### src/rtl/reg_wb_queue.sv
// Writeback queue in front of the 8x8 register file: buffers requests and issues one write per clock.
// Define REG_WB_BYPASS_EN to enable the pending-write operand bypass (FWD_HIT/FWD_DATA).
module reg_wb_queue #(
    parameter int DEPTH  = 4,
    parameter int DATA_W = 8,
    parameter int ADDR_W = 3
) (
    input  logic                     CLK,
    input  logic                     RESET,
    input  logic                     WB_VALID,
    output logic                     WB_READY,
    input  logic [ADDR_W-1:0]        WB_ADDR,
    input  logic [DATA_W-1:0]        WB_DATA,
    input  logic                     HOLD,
    output logic                     RF_WRITE,
    output logic [ADDR_W-1:0]        RF_INADDRESS,
    output logic [DATA_W-1:0]        RF_IN,
    output logic [$clog2(DEPTH):0]   COUNT,
    output logic                     EMPTY,
    input  logic [ADDR_W-1:0]        RD_ADDR1,
    input  logic [ADDR_W-1:0]        RD_ADDR2,
    output logic                     FWD_HIT1,
    output logic [DATA_W-1:0]        FWD_DATA1,
    output logic                     FWD_HIT2,
    output logic [DATA_W-1:0]        FWD_DATA2
);
    localparam int PTR_W = $clog2(DEPTH);
    localparam logic [PTR_W:0] DEPTH_C = (PTR_W+1)'(DEPTH);

    logic [ADDR_W-1:0] mem_addr_q [DEPTH];
    logic [ADDR_W-1:0] mem_addr_d [DEPTH];
    logic [DATA_W-1:0] mem_data_q [DEPTH];
    logic [DATA_W-1:0] mem_data_d [DEPTH];
    logic [PTR_W-1:0]  head_q, head_d, tail_q, tail_d;
    logic [PTR_W:0]    count_q, count_d;
    logic              rf_write_q, rf_write_d;
    logic [ADDR_W-1:0] rf_addr_q, rf_addr_d;
    logic [DATA_W-1:0] rf_data_q, rf_data_d;
    logic              push, pop;

    assign WB_READY     = !RESET && (count_q < DEPTH_C);
    assign RF_WRITE     = rf_write_q;
    assign RF_INADDRESS = rf_addr_q;
    assign RF_IN        = rf_data_q;
    assign COUNT        = count_q;
    assign EMPTY        = (count_q == '0);

    always_comb begin
        push       = WB_VALID && WB_READY;
        pop        = (count_q != '0) && !HOLD;
        mem_addr_d = mem_addr_q;
        mem_data_d = mem_data_q;
        head_d     = head_q;
        tail_d     = tail_q;
        count_d    = count_q;
        rf_write_d = 1'b0;
        rf_addr_d  = rf_addr_q;
        rf_data_d  = rf_data_q;
        if (push) begin
            mem_addr_d[tail_q] = WB_ADDR;
            mem_data_d[tail_q] = WB_DATA;
            tail_d             = tail_q + 1'b1;
        end
        if (pop) begin
            rf_write_d = 1'b1;
            rf_addr_d  = mem_addr_q[head_q];
            rf_data_d  = mem_data_q[head_q];
            head_d     = head_q + 1'b1;
        end
        case ({push, pop})
            2'b10:   count_d = count_q + 1'b1;
            2'b01:   count_d = count_q - 1'b1;
            default: count_d = count_q;
        endcase
    end

    always_ff @(posedge CLK) begin
        if (RESET) begin
            mem_addr_q <= '{default: '0};
            mem_data_q <= '{default: '0};
            head_q     <= '0;
            tail_q     <= '0;
            count_q    <= '0;
            rf_write_q <= 1'b0;
            rf_addr_q  <= '0;
            rf_data_q  <= '0;
        end else begin
            mem_addr_q <= mem_addr_d;
            mem_data_q <= mem_data_d;
            head_q     <= head_d;
            tail_q     <= tail_d;
            count_q    <= count_d;
            rf_write_q <= rf_write_d;
            rf_addr_q  <= rf_addr_d;
            rf_data_q  <= rf_data_d;
        end
    end

`ifdef REG_WB_BYPASS_EN
    // Scan oldest to newest so the newest matching entry wins.
    always_comb begin
        logic [PTR_W-1:0] idx;
        idx       = '0;
        FWD_HIT1  = 1'b0;
        FWD_DATA1 = '0;
        FWD_HIT2  = 1'b0;
        FWD_DATA2 = '0;
        if (rf_write_q && (rf_addr_q == RD_ADDR1)) begin
            FWD_HIT1  = 1'b1;
            FWD_DATA1 = rf_data_q;
        end
        if (rf_write_q && (rf_addr_q == RD_ADDR2)) begin
            FWD_HIT2  = 1'b1;
            FWD_DATA2 = rf_data_q;
        end
        for (int i = 0; i < DEPTH; i++) begin
            idx = head_q + PTR_W'(i);
            if ((PTR_W+1)'(i) < count_q) begin
                if (mem_addr_q[idx] == RD_ADDR1) begin
                    FWD_HIT1  = 1'b1;
                    FWD_DATA1 = mem_data_q[idx];
                end
                if (mem_addr_q[idx] == RD_ADDR2) begin
                    FWD_HIT2  = 1'b1;
                    FWD_DATA2 = mem_data_q[idx];
                end
            end
        end
    end
`else
    logic unused_rd_addr;
    assign unused_rd_addr = ^{RD_ADDR1, RD_ADDR2};
    assign FWD_HIT1  = 1'b0;
    assign FWD_DATA1 = '0;
    assign FWD_HIT2  = 1'b0;
    assign FWD_DATA2 = '0;
`endif

endmodule

### config.mk
export PLATFORM = sky130hd
export DESIGN_NAME = reg_wb_queue
export DESIGN_NICKNAME = d
export VERILOG_FILES = /design/src/rtl/reg_wb_queue.sv
export SDC_FILE = /design/constraint.sdc
export NUM_CORES = 1
export LEC_CHECK = 0
export BUFFER_PORTS_ARGS = -buffer_cell sky130_fd_sc_hd__buf_4
export CORE_MARGIN = 3
export CORE_UTILIZATION = 40
export DETAILED_ROUTE_END_ITERATION = 7
export HOLD_SLACK_MARGIN = 0.05
export PLACE_DENSITY_LB_ADDON = 0.12
export SKIP_CTS_REPAIR_TIMING = 1
export SLEW_MARGIN = 20
export SYNTH_ARGS = -nofsm -noshare
export SYNTH_HDL_FRONTEND = slang
export SYNTH_SLANG_ARGS = --single-unit
### constraint.sdc
create_clock -name CLK -period 4.2 [get_ports CLK]
set_input_delay 0.21 -clock CLK [delete_from_list [all_inputs] [get_ports CLK]]
set_output_delay 0.21 -clock CLK [all_outputs]
set_load 0.02 [all_outputs]
* Yosys cells after proc, flatten, opt, wreduce, memory -nomap -nowiden *
Cells that the tools add are included.

storage, ports and cells
  input bits = 21
  word-level logic and storage cells = 49
  bits in registers = 63
  output and inout bits = 35

cells by class
  bitwise logic cells = 2
  order comparisons = 4
  $add $sub $neg = 4
  reductions and logical operators = 9
  equal/unequal tests = 2
  multiplexer cells = 14

operator list
  operator             number
  $bwmux 32            1
  $mux 8               3
  $bmux 8 s2           1
  $demux 8 s2          1
  $bwmux 12            1
  $mux 3               3
  $bmux 3 s2           1
  $demux 3 s2          1
  $ge 3x3->1 const B   2
  $not 2->3            2
  $pmux 3 s2           1
  $add 2x1->2 const B  2
  $logic_and 1x1->1    4
  $add 3x1->3 const B  1
  $logic_not 3->1      1
  $lt 3x1->1 const B   1
  $lt 3x3->1 const B   1
  $reduce_bool 3->1    1
  $sub 3x1->3 const B  1
  $eq 2x1->1 const B   1
  $eq 2x2->1 const B   1
  $logic_not 1->1      2
  $reduce_bool 2->1    1
  $mux 1               1

* Depth between registers and ports, before layout *
Gate-level depths: netlist of run 1.

  word-level depth = 6
  depth in mapped cells = 9
  mapped depth without buffers = 9

* Worst setup path after synthesis of run 1 *
No wires, ideal clock.

  path kind = register to register
  from = register count_q[2] (netlist: COUNT[2])
  to = register count_q[2] (netlist: COUNT[2])
  arrival = 2104 ps
  data required time = 4130 ps
  setup slack = 2025 ps
  cell stages (with the launch flop) = 10
  path buffers = 1
  path through = dfxtp_1 -> clkbuf_1 -> nor2_1 -> nand2_1 -> ha_1 -> inv_1 -> fa_1 -> xor2_1 -> or3_1 -> a21oi_1

on the way
  word-level cells in the longest chain between the ends = 5
  elaborated cells on any way between the ends = 11
  classes of those cells = add/sub (2); order compare (1); eq/ne (2); mux (1); reduce/logical (5)

ends and longest elaborated chain
  what                                             line  source
  start, declared                                  35    logic [PTR_W:0] count_q, count_d;
  start signal, assigned                           92    count_q <= count_d;
  $lt 3x3->1 (*)                                   41    assign WB_READY = !RESET && (count_q < DEPTH_C);
  $logic_and 1x1->1 (*)                            41
  via WB_READY                                     11    output logic WB_READY,
  $logic_and 1x1->1 (*)                            49    push = WB_VALID && WB_READY;
  $eq 2x1->1 or $eq 2x2->1 (tied branches)         70    case ({push, pop})
  $pmux 3 s2 or $reduce_bool 2->1 (tied branches)  --

The timed path passes the listed nets; every way through them passes the cells marked *.
A chain may end at the register's enable or synchronous reset.

* Final worst setup path of run 1 *
  from = register count_q[2] (netlist: COUNT[2])
  to = register count_q[2] (netlist: COUNT[2])

on the way
  elaborated cells on any way between the ends = 11
  classes of those cells = add/sub (2); order compare (1); eq/ne (2); mux (1); reduce/logical (5)

RTL lines
  what                                             line  source
  $reduce_bool 3->1 (*)                            50    pop = (count_q != '0) && !HOLD;
  $logic_and 1x1->1 (*)                            50
  via pop                                          39    logic push, pop;
  $eq 2x1->1 or $eq 2x2->1 (tied branches)         70
  $pmux 3 s2 or $reduce_bool 2->1 (tied branches)  --

Marks and branches as above.

==> results.rst, run 1 <==
.. list-table::
   :header-rows: 1

   * - Metric
     - Value
   * - Detailed-placement wirelength estimate
     - 3780 um
   * - Part of the Yosys area used for sequential elements
     - 45.1%
   * - Final Hold Viols
     - 0
   * - DR vias/cell
     - between 4 and 5
   * - Most common cell in the synthesized netlist
     - nand2_1
   * - Average size of a mapped cell
     - 9.21 sq um
   * - Detailed-routing iteration count for the pre-antenna-repair pass
     - 4
   * - Met1 usage in global routing
     - a little over a fifth
   * - Number of max-capacitance violations reported
     - 0
   * - Met3 track demand over resource in global routing
     - 5.47%
   * - Gate family responsible for the most delay along the worst path
     - simple AND/OR/NAND/NOR gates
   * - Core area
     - 6570 sq um
   * - Synth Flop Type
     - dfxtp_1
   * - Hold-critical path depth
     - 3
   * - CTS H-tree lvls
     - 3
   * - Proportion of synthesized flip-flops having asynchronous set or reset
     - 0%
   * - Setup crit end kind
     - flip-flop
   * - Number of buffers created by CTS
     - 9
   * - Global Route Usage Sum
     - ~16%
   * - Hold path startpoint
     - WB_DATA[2]
   * - DR iter-0 viols
     - 87
   * - Largest net degree at the start of global routing
     - 64
   * - Max VDD drop
     - 0.184 mV
   * - Wire length of the first global-routing pass
     - ~9500 um
   * - Slew at the pin with the worst max-slew slack
     - 864 ps
   * - Via count of the first global-routing pass
     - 1,787
   * - Cell count after synthesis
     - 304
   * - Hold slack final
     - ~140 ps
   * - Most area-consuming cells after synthesis
     - dfxtp_1 45%, nand2_1 12%, a21oi_1 8.4%, buf_4 5.1%, mux4_2 4.8%
   * - Final core utilization
     - 48.9%
   * - Data arrival time of the critical path
     - 2620 ps
   * - # IOs
     - 56
   * - Yosys Warn Count
     - 0
   * - Final setup margin
     - 1840 ps
   * - Run status
     - complete, no violations
   * - Fin crit share
     - between 50% and 60%
   * - Post-route clock skew
     - 5.54 ps
   * - Instance count on the critical path
     - 9
   * - NumNets Final
     - 353
   * - Classification of the worst setup path
     - flip-flop to flip-flop
   * - Unique cell type count in the Yosys netlist
     - 32
   * - HP Class
     - primary input to flip-flop
   * - Post-placement setup slack
     - 1900 ps
   * - Clock tree from TritonCTS
     - built
   * - Vias after detailed routing
     - 2,047
   * - Total Negative Setup Slacks
     - 0 ps
   * - Fraction of layout instances using a drive strength above 1
     - 17.8%
   * - Library cell contributing the largest single delay on the critical path
     - dfxtp_1
   * - Clk pin slew, worst setup/hold paths
     - 70 ps
   * - FF+latch count, synth
     - 63
   * - Largest area contributor in the netlist
     - dfxtp_1
   * - Unrepaired setup endpoints after global routing
     - false
   * - Count of cells along the worst register-to-register path
     - 9
   * - Share of Yosys cell area claimed by the top area cell type
     - 45.1%
   * - Final Power
     - 1690 uW
   * - Starting density of the core
     - 42.6%
   * - Cell area after synthesis
     - 2800 sq um
   * - # clock sinks
     - 63
   * - Final GP Congestion
     - 0.702
   * - CP peak stage delay
     - 560 ps
   * - Headroom to the max-slew limit
     - 42.3%
   * - Number of I/O port buffers
     - 31
   * - Count of unresolved DRC violations after routing
     - 0
   * - Routing layer with the top usage in global route
     - met2
   * - Final antenna-violating net count
     - 0
   * - Static Leak
     - 0.00122 uW
   * - Root Buffer
     - clkbuf_8
   * - Skew-Pair Late Insertion Delay
     - 340 ps
   * - Post-synth EDFFs
     - 0
   * - Worst-path cell chain
     - or3_4 > clkinv_2 > nor2_1 > ha_1 > inv_1 > fa_1 > xor2_1 > or3_1 > a21oi_1
   * - Overflow left after global routing
     - 0
   * - PwrDens
     - 527 nW/um^2
   * - Layout Area Growth over Synthesis
     - 14.7%
   * - Period minus WS final
     - 2360 ps
   * - Maximum root-to-sink buffer count
     - 2
   * - Final setup viols
     - 0
   * - Endpoint required time on the critical path
     - 4460 ps
   * - Critical-path maximum fanout
     - 14
   * - Number of rows created at floorplan
     - 29
   * - Number of inserted diodes
     - 0
   * - Die Y
     - 89.7 um
   * - Die Area
     - 8040 sq um
   * - Reg-to-Reg Start
     - COUNT[2]$_SDFFE_PP0P_
   * - Final WL
     - 5970 um
   * - Startpoint of the most critical setup path
     - COUNT[2]$_SDFFE_PP0P_
   * - GR Layer Usage met2
     - 24.9%
   * - Die Width
     - 89.7 um
   * - Crit path buffers/inverters
     - 2
   * - Number of antenna violations at the first check in global routing
     - 0
   * - Number of max-slew violations in the final report
     - 0
   * - Wire per inst
     - between 10 and 15 um
   * - Startpoint types
     - flip-flop
   * - Achievable clock frequency
     - 0.424 GHz
   * - Most common library cells after synthesis
     - 89 x nand2_1, 63 x dfxtp_1, 47 x a21oi_1, 19 x buf_4, 11 x a22o_1
## registers in the layout (all words and copies together) (netlist names)
signal,flops
mem_data_q,32
mem_addr_q,12
RF_IN,8
COUNT,3
RF_INADDRESS,3
head_q,2
tail_q,2
RF_WRITE,1
## logic make-up after synthesis
group | Yosys count | share of synthesized area, %
AND/OR/NAND/NOR | 110 | 17.7
AO/OA/AOI/OAI | 63 | 13.1
flip-flops | 63 | 45.1
buffers and inverters | 46 | 10.2
multiplexers | 12 | 9.88
adder cells (fa/ha/maj) | 6 | 2.95
XOR/XNOR | 3 | 0.939
other | 1 | 0.134
## layout by cell type, fill, tap and decap left out, types with 4 or more instances in the layout
| cell type | n |
|---|---|
| nand2_1 | 89 |
| dfxtp_1 | 63 |
| a21oi_1 | 47 |
| buf_4 | 32 |
| conb_1 | 18 |
| a22o_1 | 11 |
| clkbuf_8 | 10 |
| nor2_1 | 8 |
| inv_1 | 7 |
| mux4_2 | 6 |
| mux4_1 | 5 |
| ha_1 | 5 |
| and4bb_1 | 4 |
| nand4bb_1 | 4 |
## path summary, 6_finish.rpt
| path | to | slack (ps) |
|---|---|---|
| max reg2reg | COUNT[2]$_SDFFE_PP0P_ | 1840 |
| min reg2reg | mem_data_q[9]$_SDFFE_PP0P_ | 450 |
| min | mem_data_q[18]$_SDFFE_PP0P_ | 140 |
| max | COUNT[2]$_SDFFE_PP0P_ | 1840 |
## stage by stage
step,cell area (sq um),instances
global route,3210,424
global placement,2970,408
detailed placement,2970,408
finish,3210,424
CTS,3210,424
floorplan,2860,321
## layout make-up
cell class              count  area (sq um)
repair buffers             32           240
inverters                   8          31.3
clock inverters             6           108
clock buffers              10           138
multi-input cells         212          1320
flip-flops and latches     63          1260
fillers                   647          3360
well taps                  93           116
## metal layers
| metal | wire (um) | vias up | share of wire [%] |
|---|---|---|---|
| met5 | 0 | - | 0 |
| met4 | 33 | 0 | 0.55 |
| met3 | 289 | 4 | 4.8 |
| met2 | 2870 | 49 | 48 |
| met1 | 2790 | 953 | 47 |
| li1 | - | 1041 | - |
## power by group
group          switching, uW  total, uW  internal, uW
Combinational            194        348           154
Sequential              61.5        703           641
Clock                    232        640           408
Total                    488       1690          1200
## worst reg2reg max path, cell delays in order, from the launching register on
cell and delay (ps):
dfxtp_1 560, or3_4 230, clkinv_2 80, nor2_1 170, ha_1 210, inv_1 60, fa_1 380, xor2_1 160
or3_1 310, a21oi_1 130
Note: power is estimated with default switching activity, not from simulation.
==> run 2: changes to the inputs <==
==> constraint.sdc (replaced) <==
create_clock -name CLK -period 2 [get_ports CLK]
set_input_delay 0.1 -clock CLK [delete_from_list [all_inputs] [get_ports CLK]]
set_output_delay 0.1 -clock CLK [all_outputs]
set_load 0.02 [all_outputs]
==> run 2 against run 1 <==
Compared with the run above:
- non-clock buffer count rose by 21
- global-route usage rose by 0.079 points
- cell area rose by 4.8%
- wire length rose by 1.3%
- clock skew barely moved
- clock power rose by 51%
- die area did not move
- final cell count rose by 5.0%
- critical path type unchanged
- highest routed layer unchanged
==> results.rst, run 2 (synthesized netlist as in run 1, its figures left out) <==
.. list-table::
   :header-rows: 1

   * - Metric
     - Value
   * - Run status
     - complete, no violations (unchanged)
   * - Skew-Pair Late Insertion Delay
     - 330 ps (was 340 ps)
   * - Largest register by flop count
     - mem_data_q (unchanged)
   * - Fillers
     - 643 (was 647)
   * - Worst R2R End
     - COUNT[2]$_SDFFE_PP0P_ (unchanged)
   * - Detailed-placement wirelength estimate
     - 4040 um (was 3780 um)
   * - PwrDens
     - 984 nW/um^2 (was 527 nW/um^2)
   * - Achievable clock frequency
     - 0.521 GHz (was 0.424 GHz)
   * - Wire length of the first global-routing pass
     - 9690 um (was 9470 um)
   * - Overflow left after global routing
     - 0 (unchanged)
   * - Logic pwr share
     - 27.9% (was 20.6%)
   * - Die Area
     - 8040 sq um (unchanged)
   * - Final WL
     - 6050 um (was 5970 um)
   * - End point of the most critical hold path
     - mem_addr_q[2]$_SDFFE_PP0P_ (was mem_data_q[18]$_SDFFE_PP0P_)
   * - Number of max-slew violations in the final report
     - 0 (unchanged)
   * - # IOs
     - 56 (unchanged)
   * - Clk pin slew, worst setup/hold paths
     - 70 ps (about the same)
   * - Final antenna-violating net count
     - 0 (unchanged)
   * - Share of power burned in registers
     - 42.9% (was 41.6%)
   * - CTS H-tree lvls
     - 3 (unchanged)
   * - Vias after detailed routing
     - 2,114 (was 2,047)
   * - Critical-path maximum fanout
     - 4 (was 14)
   * - Endpoint required time on the critical path
     - 2250 ps (was 4460 ps)
   * - Wire per inst
     - 13.6 um (was 14.1 um)
   * - Classification of the worst setup path
     - flip-flop to flip-flop (unchanged)
   * - Fraction of power spent switching nets
     - 30.9% (was 28.9%)
   * - Headroom to the max-slew limit
     - 51.8% (was 42.3%)
   * - Highest-count cells in the layout ignoring fill and taps
     - 89 x nand2_1, 60 x dfxtp_1, 47 x a21oi_1 (was 89 x nand2_1, 63 x dfxtp_1, 47 x a21oi_1)
   * - Most common cell after layout, fill and taps aside
     - nand2_1 (unchanged)
   * - Layout Area Growth over Synthesis
     - 20.3% (was 14.7%)
   * - Core area
     - 6570 sq um (unchanged)
   * - Cell internal power dissipation
     - 2290 uW (was 1200 uW)
   * - Fin crit share
     - 96.0% (was 56.1%)
   * - Count of unresolved DRC violations after routing
     - 0 (unchanged)
   * - Die Y
     - 89.7 um (unchanged)
   * - Final setup viols
     - 0 (unchanged)
   * - Number of rows created at floorplan
     - 29 (unchanged)
   * - Slew at the pin with the worst max-slew slack
     - 719 ps (was 864 ps)
   * - Number of flip-flops under the largest register name
     - 32 (unchanged)
   * - Starting density of the core
     - 42.6% (unchanged)
   * - Hold-critical path depth
     - 3 (unchanged)
   * - Hold path startpoint
     - WB_ADDR[2] (was WB_DATA[2])
   * - Power share of the clock group
     - 29.2% (was 37.9%)
   * - Switching pwr
     - 1020 uW (was 488 uW)
   * - DR iter-0 viols
     - 131 (was 87)
   * - HP Class
     - primary input to flip-flop (unchanged)
   * - Post-route clock skew
     - 5.16 ps (was 5.54 ps)
   * - Number of buffers created by CTS
     - 9 (unchanged)
   * - Final GP Congestion
     - 0.701 (was 0.702)
   * - # clock sinks
     - 63 (unchanged)
   * - Clock tree from TritonCTS
     - built (unchanged)
   * - DR vias/cell
     - 4.75 (was 4.83)
   * - Number of max-capacitance violations reported
     - 0 (unchanged)
   * - Setup crit end kind
     - flip-flop (unchanged)
   * - Data arrival time of the critical path
     - 2170 ps (was 2620 ps)
   * - Die Width
     - 89.7 um (unchanged)
   * - Total Negative Setup Slacks
     - 0 ps (unchanged)
   * - Number of antenna violations at the first check in global routing
     - 0 (unchanged)
   * - Number of inserted diodes
     - 0 (unchanged)
   * - Worst-case register-to-register setup slack
     - 80 ps (was 1840 ps)
   * - Hold slack final
     - 47.6 ps (was 141 ps)
   * - NumNets Final
     - 374 (was 353)
   * - Number of I/O port buffers
     - 31 (unchanged)
   * - Global Route Usage Sum
     - 16.2% (was 16.1%)
   * - Static Leak
     - 0.00129 uW (was 0.00122 uW)
   * - Max VDD drop
     - 0.472 mV (was 0.184 mV)
   * - Period minus WS final
     - 1920 ps (was 2360 ps)
   * - Via count of the first global-routing pass
     - 1,932 (was 1,787)
   * - Detailed-routing iteration count for the pre-antenna-repair pass
     - 4 (unchanged)
   * - Final Hold Viols
     - 0 (unchanged)
   * - Reg-to-Reg Start
     - COUNT[0]$_SDFFE_PP0P_ (was COUNT[2]$_SDFFE_PP0P_)
   * - Fraction of layout instances using a drive strength above 1
     - 21.3% (was 17.8%)
   * - Largest net degree at the start of global routing
     - 31 (was 64)
   * - Startpoint types
     - flip-flop (unchanged)
   * - Maximum root-to-sink buffer count
     - 2 (unchanged)
   * - Count of cells along the worst register-to-register path
     - 9 (unchanged)
   * - Root Buffer
     - clkbuf_8 (unchanged)
## run 2: changes by cell type in the layout (fill, tap and decap cells not counted), moves of 2 or more
cell,before,now
buf_4,32,42
bufinv_16,3,0
clkbuf_1,0,2
dfxtp_1,63,60
dfxtp_4,0,3
dlygate4sd3_1,0,10
## run 2: power groups by stage
| stage | Clock (uW) | Sequential [uW] | Combinational, uW |
|---|---|---|---|
| after floorplan | 0 | 1480 | 628 |
| after global placement | 0 | 1450 | 867 |
| after detailed placement | 0 | 1450 | 884 |
| after CTS | 1000 | 1420 | 888 |
| after global routing | 1060 | 1430 | 1020 |
| final | 967 | 1420 | 923 |
## run 2: how the worst max path moves through the flow
| stage | end | cells past startpoint | from |
|---|---|---|---|
| floorplan | COUNT[2]$_SDFFE_PP0P_ | 9 | COUNT[0]$_SDFFE_PP0P_ |
| global placement | RF_INADDRESS[1]$_SDFFE_PP0P_ | 5 | COUNT[0]$_SDFFE_PP0P_ |
| detailed placement | COUNT[2]$_SDFFE_PP0P_ | 9 | COUNT[0]$_SDFFE_PP0P_ |
| CTS | COUNT[2]$_SDFFE_PP0P_ | 9 | COUNT[0]$_SDFFE_PP0P_ |
| global route | COUNT[2]$_SDFFE_PP0P_ | 9 | COUNT[0]$_SDFFE_PP0P_ |
| finish | COUNT[2]$_SDFFE_PP0P_ | 9 | COUNT[0]$_SDFFE_PP0P_ |
## run 2: per-stage QoR
step | power (uW) | instances | setup WS (ps) | utilization [%] | cell area [sq um]
after floorplan | 2100 | 321 | 16.2 | - | 2880
final | 3310 | 445 | 80.5 | 51.2 | 3370
after global routing | 3510 | 445 | -32.9 | 51.2 | 3370
after detailed placement | 2330 | 418 | 44.7 | 46.8 | 3070
after global placement | 2310 | 418 | 88.3 | 46.7 | 3070
after CTS | 3310 | 434 | 21.3 | 49.5 | 3250
## run 2: routing by layer
metal  wire length (um)  up-vias  part of all wire (%)  track usage (%)
li1                   -     1081                     -                -
met1               2840      961                    47             22.4
met2               2800       64                    46             23.9
met3                350        8                   5.8             5.47
met4                 60        0                  0.99             5.41
met5                  0        -                     0                0
## run 2: layout make-up
type                            instances  area (sq um)  share of cell area [%]
Clock buffer                           13           159                    4.72
Clock inverter                          3          17.5                   0.520
Inverter                                8          31.3                   0.929
Multi-Input combinational cell        212          1330                    39.6
Sequential cell                        63          1270                    37.8
Tap cell                               93           116                    3.46
Timing Repair Buffer                   53           435                    12.9
## run 2: worst max-delay path, stage by stage (launching register included)
cell and delay (ps):
dfxtp_4 360, or3_4 140, clkinv_2 70, nor2_4 100
ha_2 200, inv_1 50, fa_2 330, xor2_1 160
or3_1 300, a21oi_1 140
